[config.mk]
export PLATFORM = sky130hd
export DESIGN_NAME = binary_to_bcd
export DESIGN_NICKNAME = d
export VERILOG_FILES = /design/src/rtl/binary_to_bcd.sv
export SDC_FILE = /design/constraint.sdc
export NUM_CORES = 1
export LEC_CHECK = 0
export CAP_MARGIN = 30
export CORE_UTILIZATION = 50
export CTS_CLUSTER_DIAMETER = 60
export DETAILED_ROUTE_END_ITERATION = 8
export GPL_ROUTABILITY_DRIVEN = 0
export PLACE_DENSITY = 0.69
export SLEW_MARGIN = 20
export SYNTH_ARGS = -nofsm -noshare
export SYNTH_HDL_FRONTEND = slang
export SYNTH_SLANG_ARGS = --single-unit
export TNS_END_PERCENT = 20
[constraint.sdc]
create_clock -name clk -period 1.6 [get_ports clk]
set_input_delay 0.32 -clock clk [delete_from_list [all_inputs] [get_ports clk]]
set_output_delay 0.32 -clock clk [all_outputs]
set_load 0.1 [all_outputs]
[src/rtl/binary_to_bcd.sv]
// Free-running sequential double-dabble converter: samples bnum, shifts it
// through a BCD register over IN_WIDTH cycles, then publishes the low three digits.
module binary_to_bcd #(
  parameter int IN_WIDTH   = 33,
  parameter int BCD_DIGITS = 10
) (
  input  logic                clk,
  input  logic                rst_n,
  input  logic [IN_WIDTH-1:0] bnum,
  output logic [3:0]          hundreds,
  output logic [3:0]          tens,
  output logic [3:0]          ones,
  output logic                overflow,
  output logic                done
);

  localparam logic [1:0] IDLE  = 2'd0;
  localparam logic [1:0] SHIFT = 2'd1;
  localparam logic [1:0] DONE  = 2'd2;

  localparam int BCD_W = 4 * BCD_DIGITS;
  localparam int CNT_W = $clog2(IN_WIDTH + 1);
  localparam logic [CNT_W-1:0] LAST_SHIFT = CNT_W'(IN_WIDTH - 1);

  logic [1:0]                  state_reg;
  logic [1:0]                  state_next;
  logic [IN_WIDTH-1:0]         bin_reg;
  logic [BCD_W-1:0]            bcd_reg;
  logic [CNT_W-1:0]            count_reg;
  logic [BCD_W-1:0]            bcd_adj;
  logic [BCD_W+IN_WIDTH-1:0]   shift_next;

  // Digits 0..4 pass through; 5..9 get +3 so the following shift carries into the next digit.
  genvar gi;
  generate
    for (gi = 0; gi < BCD_DIGITS; gi++) begin : g_adj
      assign bcd_adj[gi*4 +: 4] = (bcd_reg[gi*4 +: 4] >= 4'd5) ?
                                  bcd_reg[gi*4 +: 4] + 4'd3 : bcd_reg[gi*4 +: 4];
    end
  endgenerate

  assign shift_next = {bcd_adj, bin_reg} << 1;

  always_comb begin
    state_next = state_reg;
    case (state_reg)
      IDLE:    state_next = SHIFT;
      SHIFT:   if (count_reg == LAST_SHIFT) state_next = DONE;
      DONE:    state_next = IDLE;
      default: state_next = IDLE;
    endcase
  end

  always_ff @(posedge clk or negedge rst_n) begin
    if (!rst_n) begin
      state_reg <= IDLE;
      bin_reg   <= '0;
      bcd_reg   <= '0;
      count_reg <= '0;
      hundreds  <= 4'd0;
      tens      <= 4'd0;
      ones      <= 4'd0;
      overflow  <= 1'b0;
      done      <= 1'b0;
    end else begin
      state_reg <= state_next;
      done      <= 1'b0;
      case (state_reg)
        IDLE: begin
          bin_reg   <= bnum;
          bcd_reg   <= '0;
          count_reg <= '0;
        end
        SHIFT: begin
          bcd_reg   <= shift_next[BCD_W+IN_WIDTH-1:IN_WIDTH];
          bin_reg   <= shift_next[IN_WIDTH-1:0];
          count_reg <= count_reg + CNT_W'(1);
        end
        DONE: begin
          ones     <= bcd_reg[3:0];
          tens     <= bcd_reg[7:4];
          hundreds <= bcd_reg[11:8];
          // Anything in the thousands digit or above means the value is >= 1000.
          overflow <= |bcd_reg[BCD_W-1:12];
          done     <= 1'b1;
        end
        default: ;
      endcase
    end
  end

endmodule

# --- After elaboration in Yosys (flattened, before gate mapping) ---
# Index checks and enable logic that the tools add are counted.
word_totals:
  ff_bits: 95
  inputBits: 35
classes:
  addsub: 11
  magnitude_cmp: 10
  eq_ne: 4
  n_mux: 16
  reduce_logical: 3
ops:
  columns: ["op", "n"]
  rows:
  - ["$pmux W40 S2", 1]
  - ["$pmux W33 S2", 1]
  - ["$ge A4 B3 Y1 const B", 10]
  - ["$add A4 B2 Y4 const B", 9]
  - ["$mux W4", 9]
  - ["$reduce_or A28 Y1", 1]
  - ["$pmux W6 S2", 1]
  - ["$add A6 B1 Y6 const B", 1]
  - ["$eq A6 B6 Y1 const B", 1]
  - ["$pmux W2 S2", 1]
  - ["$add A3 B2 Y3 const B", 1]
  - ["$mux W3", 1]
  - ["$eq A2 B1 Y1 const B", 1]
  - ["$eq A2 B2 Y1 const B", 1]
  - ["$logic_not A2 Y1", 1]
  - ["$mux W2", 1]
  - ["$ne A2 B2 Y1 const B", 1]
  - ["$reduce_bool A2 Y1", 1]
  - ["$mux W1", 1]

# --- Longest topological paths before layout ---
logic_depth:
  depth_word: 3
  mapped_depth: 6
  ltp_nobuf: 6

# --- Worst setup path before layout ---
# Ideal clock, no wire load.
synth_timing:
  kind: "reg-to-reg"
  startpoint: "register bcd_reg[24]"
  endpoint: "register bcd_reg[26]"
  setup_ps: 76
  t_arrival_ps: 1365
  slack_ps: 158
  path_stages_with_launch: 7
  path_buffers: 0
  period_less_slack_ps: 1442
  path_cell_list: "dfrtp_1 inv_1 ha_1 nand2b_1 a21oi_2 mux2_2 o21ai_1"
synth_via:
  elab_chain_len: 3
  elab_cells_between_ends: 4
synth_lines:
  columns: ["item", "line", "rtl"]
  rows:
  - ["start, declared", "28", "logic [BCD_W-1:0] bcd_reg;"]
  - ["start signal, assigned", "75", "bcd_reg <= shift_next[BCD_W+IN_WIDTH-1:IN_WIDTH];"]
  - ["$add A4 B2 Y4 / $ge A4 B3 Y1 (equally long branches)", "38, 37", null]
  - ["$mux W4 *", "37", "assign bcd_adj[gi*4 +: 4] = (bcd_reg[gi*4 +: 4] >= 4'd5) ?"]
  - ["$pmux W40 S2 *", "68", "case (state_reg)"]
# Every way passes the cells marked *; elsewhere a longest branch is shown, timed or not.
# A chain may end at the register's enable or synchronous reset.

# --- Worst setup path after layout ---
layout_timing:
  startpoint: "register bcd_reg[12]"
  endpoint: "register bcd_reg[14]"
# The elaborated chain is that of the path after synthesis.

==> reports/summary.txt <==
IO Port Bufs: 48
Max Clock Freq: 649 MHz
Total global-route track usage: 20.8%
Initial antenna violation count: 0
Congestion Overflow GR: 0
Post-synth EDFFs: 0
Ranking of synthesized cells by area: dfrtp_1, nand2_1, ha_1, o21ai_0, mux2i_1
Status: finished, final reports clean
Cell with the most instances after synthesis: nand2_1
Synthesized area: 4990 sq um
Clock buffer depth: 2
Clock transition at the registers of the reported paths: 100 ps
Fin. max-slew vios: 0
Final Hold Fails: 0
Initial Util: 51.2%
CP required: 1900 ps
Setup TNS: 0 ps
Synth warnings: 0
Syn_nets: 563
Power Dens Cells: 1180 nW/um^2
Die outline width: 102 um
Chip height: 102 um
Core area: 9730 sq um
Net count, final: 622
Sequential share of the synthesized area: 47.7%
Leakage: 2.78 nW
Vias in the first global route: 3,644
Die area: 10,400 sq um
Worst slew pin tran: 445 ps
Area post-placement: 5770 sq um
Post-DP HPWL: 6.61 mm
Most common library cells after synthesis: nand2_1, dfrtp_1, o21ai_0, mux2i_1, ha_1
Area leader, netlist: dfrtp_1
Area grow syn2layout: 20.5%
Initial drt markers: 114
Design area: 6010 sq um
Async S/R FF share, synth: 100%
Max reg flops: 40
1st-pass router iterations: 4
Slew margin rel.: 70.3%
Via/cell ratio: 5.18
Crit path max fanout: 4
Cell row count: 36
Clock Skew: 12.9 ps
Period utilisation layout: 96.3%
DRT Wirelength: 9.68 mm
Inserted Clock Buffers: 9
Crit end category: flop
Root buffer cell: clkbuf_8
WP data arrival: 1840 ps
Global-route wire length before repair: 16.7 mm
RSZ-0062 raised after global routing: true
Final setup vio count: 0
Via count: 3,606
Diodes inserted: 0
Max-cap violations: 0
Mean Syn Cell Area: 9.99 sq um
Peak VDD IR: 0.939 mV
Crit path launch type: flop
Cell count after synthesis: 499
FF+latch count, synth: 95
Synth cell types: 35
IO Count: 49
Top_reg_cell synth: dfrtp_1
Largest net degree at the start of global routing: 38
DR WL/cell: 13.9 um
Worst skew pair latency: 370 ps
Antenna viol nets, final: 0
Area share of the largest cell type after synthesis: 47.7%
Share of cells above drive strength 1: 19.5%
# DRC: 0
Crit Path Class: flop to flop
Hold WC Path Type: primary input to asynchronous set/reset pin
CTS Sinks: 95
H-tree levels: 3
Tmin final: 1540 ps
TritonCTS clock tree: built
worst paths after layout:
| kind | from | to | slack [ps] | depth (start not counted) |
|---|---|---|---|---|
| hold / removal | rst_n | bcd_reg[25] | 430 | 2 |
| max in group asynchronous | rst_n | state_reg[1] | 600 | 3 |
| min in group clk | bin_reg[11] | bin_reg[11] | 490 | 2 |
| setup / recovery | bcd_reg[12] | bcd_reg[14] | 60 | 6 |
| hold reg to reg | bin_reg[11] | bin_reg[11] | 490 | 2 |
| setup reg to reg | bcd_reg[12] | bcd_reg[14] | 60 | 6 |
per-layer routing:
| layer | global-route usage, % | vias to the layer above | wire [um] |
|---|---|---|---|
| li1 | - | 1809 | - |
| met1 | 26.0 | 1730 | 4470 |
| met2 | 35.6 | 55 | 4760 |
| met3 | 4.86 | 12 | 308 |
| met4 | 7.25 | 0 | 136 |
| met5 | 0 | - | 0 |
cell usage in the layout (no fill, tap or decap), types with 6 or more instances in the layout:
cell               n
o21ai_1           14
nand2b_1          11
nor2_1             6
inv_1             10
nand2_1          106
clkbuf_8           9
o31ai_1           10
mux2_2             9
nor3_1            12
mux2i_1           32
buf_4             22
a21oi_2           10
o31ai_2            8
ha_1              21
clkdlybuf4s50_1   33
xor2_1             9
buf_12            16
xnor2_1           11
inv_2             12
dfrtp_1           93
o21ai_0           71
ha_2               8
through the flow:
step                hold slack (ps)  power [mW]  cells  utilization [%]  setup slack, ps
global route                    463        7.44    696             61.7            -40.1
detailed placement              301        5.70    674             59.3            -7.06
finish                          431        7.07    696             61.7             58.8
CTS                             428        7.13    692             61.2             5.97
floorplan                      24.4        4.66    499                -              158
global placement                295        5.63    674             59.3              116
cells by family (layout without fill, tap and decap cells):
kind of cell,Yosys count,in the layout,share of synthesized area (%)
adder cells (fa/ha/maj),29,29,7.28
buffers and inverters,48,112,5.24
XOR/XNOR,20,20,3.51
flip-flops,95,95,47.7
AND/OR/NAND/NOR,148,148,13.3
multiplexers,42,42,8.68
AO/OA/AOI/OAI,117,117,14.3
timing repair:
action / in CTS / in global routing
endpoints found under the setup margin: 1 / 12
hold buffers: 1 / 0
setup buffers: 1 / 4
endpoints found under the hold margin: 29 / 0
gates resized for setup: 0 / 22
pin swaps: 1 / 5
area by class of cell:
| class | count | area (sq um) |
|---|---|---|
| Clock inverter | 6 | 36.3 |
| Multi-Input combinational cell | 356 | 2370 |
| Sequential cell | 95 | 2380 |
| Timing Repair Buffer | 72 | 826 |
| Clock buffer | 10 | 128 |
| Tap cell | 133 | 166 |
| Inverter | 24 | 95.1 |
| Fill cell | 797 | 3720 |
report_power, final:
group / switching (mW) / internal (mW)
Sequential: 0.314 / 2.70
Combinational: 1.54 / 1.10
Clock: 0.863 / 0.561
Total: 2.72 / 4.35
critical path: stages (launching register included):
cell and delay (ps):
dfrtp_1 430, inv_2 100, ha_2 190, nand2b_1 80, a21oi_2 190, mux2_2 360, o21ai_1 120
(Power assumes the default switching activity.)
==> RTL edit, RTL diff (same settings) <==
Change the parameter `IN_WIDTH` from 33 to 37.
--- a/src/rtl/binary_to_bcd.sv
+++ b/src/rtl/binary_to_bcd.sv
@@ -1,7 +1,7 @@
 // Free-running sequential double-dabble converter: samples bnum, shifts it
 // through a BCD register over IN_WIDTH cycles, then publishes the low three digits.
 module binary_to_bcd #(
-  parameter int IN_WIDTH   = 33,
+  parameter int IN_WIDTH   = 37,
   parameter int BCD_DIGITS = 10
 ) (
   input  logic                clk,
Ports: changed (resized bnum); port bits go from 49 to 53. No check against the original RTL was run, so the function may have changed too.
==> RTL edit against the original RTL <==
Power increased by 0.53%; via count increased by 15%; worst setup slack improved by 14 ps; highest routed layer unchanged; combinational power decreased by 14%; non-clock buffer count unchanged; sequential share of layout area decreased by 1.6 points; cell count increased by 6.8%; die area increased by 8.0%; critical endpoint is now bcd_reg[18]$_DFFE_PN0P_; hold slack got worse by 33 ps; sequential cell count increased by 4; final area increased by 8.7%; area after synthesis increased by 8.2%; wire length increased by 12%.
==> RTL edit: results (changes against the original RTL) <==
status finished, final reports clean; deepest clock path buffer count 2 (unchanged); Ys Warns 0 (unchanged); wire per inst 14.6 um (+4.7%); ratio of cells with drive above 1 in the final layout 10.7% (-8.8 points); reg2reg start bcd_reg[17]$_DFFE_PN0P_; Setup WS pre-CTS 20.7 ps (+27.8 ps); IO buf count 52 (+8.3%); Hold Path Class input pin to asynchronous set/reset pin; Worst R2R End bcd_reg[18]$_DFFE_PN0P_; Clock Latency Late Sink 380 ps; sequential area share after synthesis 45.9% (-1.7 points); post-synthesis instance total 559 (+12%); Worst Tran Pin Value 403 ps (-41.8 ps); # fillers 878 (+10%); CTS H-tree depth 3 (unchanged); syn_nets 627 (+11%); R2R depth 5 (-1); first-pass GRT wire length 18800 um (+12%); max FFs per register 40 (unchanged); Clock Pin Slew Worst Setup and Hold Paths 100 ps (about the same); Synth area leaders dfrtp_1 46%, nand2_1 7.6%, o21ai_0 6.8%; 1st-iter DRT viols 244 (+110%); nets@finish 670 (+7.7%); DP HPWL 7420 um (+12%); library cells used by synthesis 39 (+11%); internal reg-to-reg setup slack 70 ps; Final Hold Vio Count 0 (unchanged); crit-path max cell delay 410 ps (-20 ps); cts hold-fix bufs 1 (unchanged); Max IR drop VDD 1.27 mV (+35%); hold slack 397 ps (-33.1 ps); fin util 63.0% (+1.3 points); vias in the first global route 4120 (+13%); crit path DAT 1800 ps (-40 ps); worst-path fanout max 4 (unchanged); max-cap violations 0 (unchanged); Leak 0.00299 uW (+7.5%); Placed Area 6240 um^2 (+8.2%); Post-CTS Resized 1 (+1); largest net degree at the start of global routing 58 (+53%); Sw Pwr 2580 uW (-5.0%); DR pass1 iterations 4 (unchanged); GRT Util Overall 20.9% (+0.11 points); synth cell count leaders 109 x nand2_1, 99 x dfrtp_1, 73 x o21ai_0, 36 x mux2i_1, 29 x ha_1; Vias per Instance 5.59 (+8.0%); Finished Layout Cells 743 (+6.8%); root cell of the clock tree clkbuf_8; ys async rst share 100% (unchanged); CTS buffer count 9 (unchanged); initial antenna violation count 0 (unchanged); Critical Path Slowest Stage Cell dfrtp_1; Antenna Cells 0 (unchanged); number of setup buffers added after CTS 0 (-1); Post-synth top flop dfrtp_1; DP Cell Count 726 (+7.7%); Final Skew 8.03 ps (-4.91 ps)
[RTL edit: cell count changes in the layout (fill, tap and decap cells not counted), moves of 10 or more]
| cell | change |
|---|---|
| a21oi_1 | +12 |
| a21oi_2 | -10 |
| a221o_1 | +14 |
| inv_1 | +17 |
| inv_2 | -12 |
| nor3_1 | -12 |
| nor3b_1 | +18 |
| o21ai_1 | -14 |
[RTL edit: worst max-delay path: cells and delay by family, from the launching register on]
| kind | cells | cell delay (ps) |
|---|---|---|
| buf+inv | 1 | 100 |
| fa+ha+maj | 1 | 190 |
| compound gates | 2 | 510 |
| simple gates | 1 | 220 |
| flops | 1 | 410 |
[RTL edit: cells by family after synthesis]
group / after synthesis / share of synthesized area (%)
multiplexers: 37 / 6.89
flip-flops: 99 / 45.9
AO/OA/AOI/OAI: 150 / 18.3
AND/OR/NAND/NOR: 167 / 14.9
adder cells (fa/ha/maj): 29 / 6.73
XOR/XNOR: 10 / 1.62
buffers and inverters: 67 / 5.64
[RTL edit: per-layer routing]
| metal | part of all wire (%) | track usage [%] | vias to the layer above |
|---|---|---|---|
| li1 | - | - | 2047 |
| met1 | 45 | 25.7 | 2032 |
| met2 | 50 | 36.1 | 63 |
| met3 | 3.1 | 4.70 | 14 |
| met4 | 1.4 | 7.14 | 0 |
| met5 | 0 | 0 | - |
[RTL edit: worst max path at each step]
stage,startpoint,to,slack [ps],cells past startpoint
after floorplan,bcd_reg[4]$_DFFE_PN0P_,bcd_reg[6]$_DFFE_PN0P_,250,4
after global placement,bcd_reg[4]$_DFFE_PN0P_,bcd_reg[5]$_DFFE_PN0P_,140,5
after detailed placement,bcd_reg[33]$_DFFE_PN0P_,bcd_reg[33]$_DFFE_PN0P_,20,5
after CTS,bcd_reg[16]$_DFFE_PN0P_,bcd_reg[18]$_DFFE_PN0P_,20,5
after global routing,bcd_reg[25]$_DFFE_PN0P_,bcd_reg[25]$_DFFE_PN0P_,-7,5
final,bcd_reg[17]$_DFFE_PN0P_,bcd_reg[18]$_DFFE_PN0P_,70,5
[RTL edit: cell type report]
type                    count  area share, %
clock buffers              10           1.95
clock inverters             6           1.36
inverters                  27           1.55
multi-input cells         393           40.9
flip-flops and latches     99           38.1
well taps                 136           2.60
repair buffers             72           13.6
[RTL edit: power by group through the flow]
| stage | clock network (uW) | registers [uW] | logic (uW) |
|---|---|---|---|
| 3_5_place_dp | 0 | 3080 | 2280 |
| 3_3_place_gp | 0 | 3070 | 2240 |
| 4_1_cts | 1840 | 3030 | 2280 |
| 6_report | 1790 | 3040 | 2280 |
| 5_1_grt | 1920 | 3080 | 2430 |
| 2_1_floorplan | 0 | 3850 | 596 |
